===== src/rtl/fwd_hazard_unit.sv =====
// -----------------------------------------------------------------------------
// fwd_hazard_unit
//
// Operand forwarding and load-use hazard detection for the decode stage of the
// SIMPLE 16-bit pipeline. A registered shift pipe remembers the destination
// register of the last DEPTH issued instructions. Entry 1 is the instruction
// one stage ahead of decode, and entry DEPTH is the oldest. The instruction
// currently in decode is compared against that pipe in the same cycle.
//
// Parameters
//   REG_AW   register address width
//   DEPTH    number of in-flight entries tracked (1..7)
//   LOAD_LAT a load in entry k has no data yet while k <= LOAD_LAT
//            (0 <= LOAD_LAT < DEPTH)
//   SW       selector width, derived as clog2(DEPTH+1)
//
// Ports
//   clk, rst_n          clock (rising edge), asynchronous active-low reset
//   issue_valid         decode holds a real instruction
//   src_a / src_a_en    operand A register and its read enable
//   src_b / src_b_en    operand B register and its read enable
//   dst / dst_we        destination register and its write enable
//   is_load             instruction takes its result from memory
//   flush               taken branch: drop every tracked entry
//   fwd_a / fwd_b       0 = register file, k = forward from entry k
//   stall               load-use hazard: hold PC/IR and insert a bubble
//   stall_cnt, fwd_cnt  saturating statistics, only with FWD_STATS_EN
//
// Optional feature macro: FWD_STATS_EN (adds stall_cnt / fwd_cnt).
// -----------------------------------------------------------------------------
module fwd_hazard_unit #(
  parameter int REG_AW   = 3,
  parameter int DEPTH    = 2,
  parameter int LOAD_LAT = 1,
  localparam int SW      = $clog2(DEPTH + 1)
) (
  input  logic              clk,
  input  logic              rst_n,
  input  logic              issue_valid,
  input  logic [REG_AW-1:0] src_a,
  input  logic              src_a_en,
  input  logic [REG_AW-1:0] src_b,
  input  logic              src_b_en,
  input  logic [REG_AW-1:0] dst,
  input  logic              dst_we,
  input  logic              is_load,
  input  logic              flush,
  output logic [SW-1:0]     fwd_a,
  output logic [SW-1:0]     fwd_b,
  output logic              stall
`ifdef FWD_STATS_EN
  ,
  output logic [15:0]       stall_cnt,
  output logic [15:0]       fwd_cnt
`endif
);

  // Tracked entries, index 1 = youngest.
  logic [DEPTH:1]    ent_v;
  logic [DEPTH:1]    ent_ld;
  logic [REG_AW-1:0] ent_a [1:DEPTH];

  logic [SW-1:0] sel_a;
  logic [SW-1:0] sel_b;
  logic          haz_a;
  logic          haz_b;

  // Scan from oldest to youngest so the youngest matching writer overwrites
  // any older one. The hazard flag follows the chosen entry only, so an older
  // pending load shadowed by a younger ALU writer does not stall.
  always_comb begin
    sel_a = '0;
    sel_b = '0;
    haz_a = 1'b0;
    haz_b = 1'b0;
    for (int k = DEPTH; k >= 1; k--) begin
      if (src_a_en && ent_v[k] && (ent_a[k] == src_a)) begin
        sel_a = SW'(k);
        haz_a = ent_ld[k] && (k <= LOAD_LAT);
      end
      if (src_b_en && ent_v[k] && (ent_a[k] == src_b)) begin
        sel_b = SW'(k);
        haz_b = ent_ld[k] && (k <= LOAD_LAT);
      end
    end
  end

  // An empty decode slot neither forwards nor stalls.
  assign fwd_a = issue_valid ? sel_a : '0;
  assign fwd_b = issue_valid ? sel_b : '0;
  assign stall = issue_valid & (haz_a | haz_b);

  // Shift pipe. A stalled instruction does not enter the pipe; it re-presents
  // from decode next cycle, and entry 1 receives a bubble meanwhile.
  always_ff @(posedge clk or negedge rst_n) begin
    if (!rst_n) begin
      ent_v  <= '0;
      ent_ld <= '0;
      for (int k = 1; k <= DEPTH; k++) begin
        ent_a[k] <= '0;
      end
    end else if (flush) begin
      ent_v <= '0;
    end else begin
      for (int k = DEPTH; k >= 2; k--) begin
        ent_v[k]  <= ent_v[k-1];
        ent_ld[k] <= ent_ld[k-1];
        ent_a[k]  <= ent_a[k-1];
      end
      ent_v[1]  <= issue_valid & dst_we & ~stall;
      ent_ld[1] <= is_load;
      ent_a[1]  <= dst;
    end
  end

`ifdef FWD_STATS_EN
  logic [15:0] stall_cnt_q;
  logic [15:0] fwd_cnt_q;
  logic        fwd_issue;

  // An issue counts as forwarded only when it actually leaves decode.
  assign fwd_issue = issue_valid & ~stall & ((fwd_a != '0) | (fwd_b != '0));

  // Saturating counters; flush deliberately leaves them alone.
  always_ff @(posedge clk or negedge rst_n) begin
    if (!rst_n) begin
      stall_cnt_q <= '0;
      fwd_cnt_q   <= '0;
    end else begin
      if (stall && (stall_cnt_q != 16'hFFFF)) begin
        stall_cnt_q <= stall_cnt_q + 16'd1;
      end
      if (fwd_issue && (fwd_cnt_q != 16'hFFFF)) begin
        fwd_cnt_q <= fwd_cnt_q + 16'd1;
      end
    end
  end

  assign stall_cnt = stall_cnt_q;
  assign fwd_cnt   = fwd_cnt_q;
`endif

endmodule


===== config.mk =====
export PLATFORM = sky130hd
export DESIGN_NAME = fwd_hazard_unit
export DESIGN_NICKNAME = d
export VERILOG_FILES = /design/src/rtl/fwd_hazard_unit.sv
export SDC_FILE = /design/constraint.sdc
export NUM_CORES = 1
export LEC_CHECK = 0
export ABC_AREA = 1
export CAP_MARGIN = 20
export CORE_MARGIN = 3
export CORE_UTILIZATION = 46
export DETAILED_ROUTE_END_ITERATION = 8
export PLACE_DENSITY = 0.88
export SLEW_MARGIN = 20
export SYNTH_ARGS = -nofsm -noshare
export SYNTH_HDL_FRONTEND = slang
export SYNTH_SLANG_ARGS = --single-unit
export TNS_END_PERCENT = 10

===== constraint.sdc =====
create_clock -name clk -period 2.14 [get_ports clk]
set_input_delay 0.428 -clock clk [delete_from_list [all_inputs] [get_ports clk]]
set_output_delay 0.428 -clock clk [all_outputs]
set_load 0.02 [all_outputs]

==> results.py, run 1 <==
metrics = {
    "run_status": {
        "outcome": "finished clean",
    },
    "pwr": {
        "sw_frac_of_total": 0.289,
        "p_clk_frac": 0.279,
        "p_leak_nw": 0.459,
        "power_uw": 450,
        "intPower_uw": 320,
        "comb_power_share": 0.273,
        "p_seq_frac": 0.448,
        "powerDensity_nw_per_um2": 495,
        "vdd_drop_max_mv": 0.428,
        "p_switching_uw": 130,
    },
    "sta": {
        "hold_viol": 0,
        "drv_slew": 0,
        "layout_worst_path_cycle_share": 0.988,
        "finalClockSkew_ns": 0.00353,
        "worst_slew_pin_slew_ns": 0.405,
        "rsz0062_at_grt": "true",
        "relSlewSlack": 0.729,
        "layout_setup_ws_ns": 0.0247,
        "fin_crit_ns": 2.12,
        "setup_viol": 0,
        "max_freq_ghz": 0.473,
    },
    "placed_design": {
        "hpwl_um": 1390,
        "gp_congestion": 0.769,
        "io_buffer_count": 21,
        "place_ws_ns": -0.456,
    },
    "clock_tree": {
        "clockBufferDepth": 2,
        "numCtsBuffers": 3,
        "ctsHoldBuffers": 0,
        "clock_sinks": 9,
        "htreeDepth": 1,
        "root_buffer": "clkbuf_4",
        "clk_pin_slew_ns": 0.06,
        "clk_latency_ns": 0.25,
        "cts_tree": "yes",
    },
    "layout": {
        "antenna_cells": 0,
        "area_growth_pct": 46.6,
        "layout.nets": 134,
        "drive_gt1_frac": 0.276,
    },
    "worst_setup_path": {
        "cp.required_ns": 1.71,
        "path_class": "primary input to output pin",
        "cp-start-kind": "primary input",
        "end_kind": "output pin",
        "crit_fanout": 3,
        "arrival_ns": 1.69,
    },
    "logic_synthesis": {
        "syn_area_um2": 621,
        "ys_seq_area_frac": 0.363,
        "synth_cells": 85,
        "syn-num-nets": 102,
        "synth_area_leaders": "dfrtp_1, nand2_1, inv_1",
        "yosys_warnings": 0,
        "synth-seq-cells": 9,
        "ys_types": 19,
        "netlist.top_cell.by_area": "dfrtp_1",
        "avgSynthCellArea_um2": 7.30,
        "synth.top_cell.area_share": 0.363,
    },
    "grt": {
        "antenna_found_initial": 0,
        "grt_pass1_wl_um": 2700,
        "grt_max_degree": 15,
        "grt_overflow": 0,
        "first_global_vias": 669,
        "grt_util_all_layers": 0.199,
    },
    "drt": {
        "vias_per_cell": 5.04,
        "wirelength_um": 1600,
        "first_pass_iters": 4,
        "drt_drc_violations_left": 0,
        "wire_per_inst_um": 12.3,
        "vias": 655,
        "drt_iter0_drc": 20,
        "antenna_left": 0,
    },
    "floorplan": {
        "die_w_um": 42.7,
        "num_rows": 12,
        "start_util": 0.523,
        "die_h_um": 42.7,
        "die-area_um2": 1830,
        "ioPinCount": 22,
        "core_region_area_um2": 1190,
    },
    "run": {
        "cap_viol_max_count": 0,
    },
    "min_path": {
        "hp-class": "primary input to async pin",
    },
}
## critical path, cell delays in order
cell             delay, ns
clkdlybuf4s50_1       0.51
inv_1                 0.05
nand2_1               0.05
nand2_1               0.10
nor2_4                0.13
nand3_2               0.11
a21oi_2               0.15
buf_4                 0.15
## repair_timing
item,4_1_cts,5_1_grt
endpoints found under the setup margin,5,5
gates cloned,0,0
resized for setup,11,11
pin swaps,0,0
buffers inserted,0,0
## Yosys cell counts
master and n:
a21oi_1 5, a21oi_2 1, buf_2 1, dfrtp_1 9, inv_1 10, inv_2 4, mux2_2 1, nand2_1 21
nand2_2 3, nand3_1 5, nand3_2 2, nand3b_1 1, nor2_1 8, nor2_2 2, nor2_4 2, nor3_2 1
o21ai_0 3, xnor2_1 3, xor2_1 3
## worst paths after layout
| path | start | endpoint | slack, ns | cells past startpoint |
|---|---|---|---|---|
| min in group clk | ent_v[1]$_DFF_PN0_ | ent_v[2]$_DFF_PN0_ | 0.55 | 2 |
| worst max register to register | ent_a[3]$_DFFE_PN0N_ | ent_v[1]$_DFF_PN0_ | 1.03 | 7 |
| max in group asynchronous | rst_n | ent_a[1]$_DFFE_PN0N_ | 1.39 | 1 |
| worst min-delay path | rst_n | ent_a[0]$_DFFE_PN0N_ | 0.47 | 1 |
| worst max-delay path | src_b[0] | stall | 0.02 | 8 |
| worst min register to register | ent_v[1]$_DFF_PN0_ | ent_v[2]$_DFF_PN0_ | 0.55 | 2 |
## state kept, by name, indices dropped and copies added (netlist names)
signal  cells
ent_a       6
ent_v       2
ent_ld      1
## routing by layer
layer	share of wire	track usage	vias up
li1	-	-	327
met1	0.39	0.212	289
met2	0.50	0.344	25
met3	0.037	0.0297	14
met4	0.074	0.155	0
met5	0	0	-
## power groups by stage
stage / clock network [mW] / logic [mW] / registers, mW
2_1_floorplan: 0 / 0.0607 / 0.200
3_3_place_gp: 0 / 0.115 / 0.203
3_5_place_dp: 0 / 0.121 / 0.204
4_1_cts: 0.131 / 0.121 / 0.201
5_1_grt: 0.144 / 0.136 / 0.204
6_report: 0.126 / 0.123 / 0.202
## stage by stage
step                       util  hold slack [ns]  std cells  setup TNS [ns]  instance area (um2)
after detailed placement  0.755            0.539        126           -1.72                  896
after global routing      0.767            0.488        130         -0.0924                  910
final                     0.767            0.468        130               0                  910
after CTS                 0.778            0.474        130          -0.218                  923
after global placement    0.755            0.513        126           -1.46                  896
after floorplan               -            0.132         85               0                  621
## cell families (layout without fill, tap and decap cells)
kind of cell              Yosys count  in the layout  synth area share
buffers and inverters              15             46            0.0927
AOI/OAI and AO/OA                   9              9            0.0786
xor gates and xnor gates            6              6            0.0847
DFF                                 9              9             0.363
muxes                               1              1            0.0181
and+or+nand+nor                    45             45             0.363
## placed cells by master (no fill, tap or decap)
cell type | Yosys | final
buf_4 | 0 | 9
nor3_2 | 1 | 1
a21oi_1 | 5 | 5
inv_1 | 10 | 10
clkbuf_1 | 0 | 1
nor2_1 | 8 | 7
nand3b_1 | 1 | 1
nand3_1 | 5 | 5
nand3_2 | 2 | 2
clkbuf_2 | 0 | 2
dfrtp_1 | 9 | 9
clkdlybuf4s50_1 | 0 | 16
inv_2 | 4 | 4
mux2_2 | 1 | 1
o21ai_0 | 3 | 3
xor2_1 | 3 | 3
xnor2_1 | 3 | 3
buf_2 | 1 | 1
nor2_2 | 2 | 2
nand2_1 | 21 | 21
clkbuf_4 | 0 | 3
nand2_2 | 3 | 3
nor2_4 | 2 | 3
a21oi_2 | 1 | 1
## area by class of cell
| type | instances | area [um2] |
|---|---|---|
| well taps | 14 | 17.5 |
| inverters | 14 | 52.6 |
| repair buffers | 28 | 243 |
| flip-flops and latches | 9 | 225 |
| clock buffers | 4 | 26.3 |
| fillers | 92 | 277 |
| multi-input cells | 61 | 345 |
No activity file was read; power rests on OpenSTA's default activity.
==> run 2: changes to the inputs <==
- CORE_MARGIN: 3 -> 2
==> run 2 against run 1 <==
  * Sequential power about the same
  * Power decreased by 0.78%
  * Design area decreased by 0.14%
  * Critical endpoint unchanged
==> results.py, run 2 (same netlist as run 1, synthesis figures left out) <==
metrics = {
    "run_status": {
        "outcome": "finished clean",
    },
    "layout": {
        "largest_reg_flops": 6,
        "regMostFlops": "ent_a",
        "final_common_cell": "nand2_1",
        "layout_common_cells": "nand2_1, clkdlybuf4s50_1, inv_1",
        "n_fill_cell": 118,
        "antenna_cells": 0,
        "fin_cells": 131,
        "largestRegisters": "ent_a x6, ent_v x2, ent_ld x1",
        "final_util": 0.707,
        "drive_gt1_frac": 0.276,
        "layout.nets": 134,
        "area_growth_pct": 46.4,
    },
    "worst_setup_path": {
        "worst_path_most_repeated_cell": "nand2_1",
        "cpPeakStageDelay_ns": 0.52,
        "end_kind": "output pin",
        "worstRegToRegCells": 7,
        "arrival_ns": 1.64,
        "cp-start-kind": "primary input",
        "crit_fanout": 3,
        "slowest_stage": "clkdlybuf4s50_1",
        "cp.required_ns": 1.71,
        "path_class": "primary input to output pin",
        "path_cells": "clkdlybuf4s50_1 -> inv_2 -> nand2_1 -> nand2_1 -> nor2_2 -> nand3_2 -> a21oi_2 -> buf_4",
    },
    "drt": {
        "drt_drc_violations_left": 0,
        "wirelength_um": 1330,
        "vias": 625,
        "drt_iter0_drc": 8,
        "antenna_left": 0,
        "wire_per_inst_um": 10.2,
        "first_pass_iters": 4,
        "vias_per_cell": 4.77,
    },
    "floorplan": {
        "start_util": 0.483,
        "ioPinCount": 22,
        "core_region_area_um2": 1280,
        "num_rows": 13,
        "die_w_um": 40.7,
        "die-area_um2": 1660,
        "die_h_um": 40.7,
    },
    "placed_design": {
        "gp_congestion": 0.754,
        "hpwl_um": 1180,
        "place_ws_ns": -0.389,
        "io_buffer_count": 21,
        "placed_cells": 127,
    },
    "grt": {
        "grt_util_all_layers": 0.220,
        "grt_overflow": 0,
        "antenna_found_initial": 0,
        "grt_max_degree": 13,
        "grt_pass1_wl_um": 2300,
        "first_global_vias": 562,
    },
    "sta": {
        "layout_worst_path_cycle_share": 0.965,
        "fin_setup_tns_ns": 0,
        "relSlewSlack": 0.743,
        "setup_viol": 0,
        "fin_crit_ns": 2.07,
        "rsz0062_at_grt": "true",
        "worst_slew_pin_slew_ns": 0.384,
        "finalClockSkew_ns": 0.000196,
        "max_freq_ghz": 0.484,
        "drv_slew": 0,
        "layout_setup_ws_ns": 0.0747,
        "hold_viol": 0,
    },
    "pwr": {
        "p_leak_nw": 0.459,
        "p_switching_uw": 127,
        "power_uw": 447,
        "sw_frac_of_total": 0.284,
        "p_clk_frac": 0.279,
        "vdd_drop_max_mv": 0.425,
        "comb_power_share": 0.272,
        "intPower_uw": 320,
        "p_seq_frac": 0.449,
        "powerDensity_nw_per_um2": 492,
    },
    "run": {
        "cap_viol_max_count": 0,
    },
    "clock_tree": {
        "htreeDepth": 1,
        "clock_sinks": 9,
        "postCtsSetupRepairBufs": 0,
        "clk_latency_ns": 0.25,
        "ctsHoldBuffers": 0,
        "root_buffer": "clkbuf_4",
        "numCtsBuffers": 3,
        "clk_pin_slew_ns": 0.06,
        "clockBufferDepth": 2,
        "cts_tree": "yes",
    },
    "min_path": {
        "hp-class": "primary input to async pin",
    },
}
[run 2: metal layers]
layer  vias up  global-route usage  wire length [um]
li1        325                   -                 -
met1       282               0.265               561
met2        18               0.373               709
met3         0              0.0326                60
met4         0               0.125                 0
met5         -                   0                 0
[run 2: what timing repair did]
action | 4_1_cts | 5_1_grt
gates resized for setup | 12 | 9
cloned | 0 | 0
endpoints found under the setup margin | 5 | 5
[run 2: power by group through the flow]
stage	sequential [mW]	combinational [mW]	clock [mW]
global route	0.202	0.136	0.140
finish	0.201	0.121	0.125
floorplan	0.200	0.0607	0
global placement	0.202	0.115	0
detailed placement	0.203	0.119	0
CTS	0.200	0.120	0.131
[run 2: final cells by class]
class                   count  area, um2  share of cell area
flip-flops and latches      9        225               0.248
clock buffers               4       26.3              0.0289
multi-input cells          61        345               0.380
inverters                  14       52.6              0.0579
well taps                  15       18.8              0.0207
repair buffers             28        240               0.264
[run 2: critical path, delay by kind of cell]
kind,cells,cell delay (ns)
buffers and inverters,3,0.71
AO/OA/AOI/OAI,1,0.12
AND/OR/NAND/NOR,4,0.37
[run 2: final timing paths]
path	end	start	slack, ns
worst max-delay path	stall	src_a[2]	0.07
worst min-delay path	ent_v[1]$_DFF_PN0_	rst_n	0.46
worst max register to register	ent_v[1]$_DFF_PN0_	ent_a[4]$_DFFE_PN0N_	1.05
worst min register to register	ent_v[2]$_DFF_PN0_	ent_v[1]$_DFF_PN0_	0.53
max in group asynchronous	ent_a[2]$_DFFE_PN0N_	rst_n	1.41
min in group clk	ent_v[2]$_DFF_PN0_	ent_v[1]$_DFF_PN0_	0.53
[run 2: metrics by stage]
step / hold WS, ns / area, um2
6_report: 0.462 / 908
5_1_grt: 0.486 / 908
4_1_cts: 0.462 / 926
3_5_place_dp: 0.525 / 897
3_3_place_gp: 0.510 / 897
2_1_floorplan: 0.132 / 621
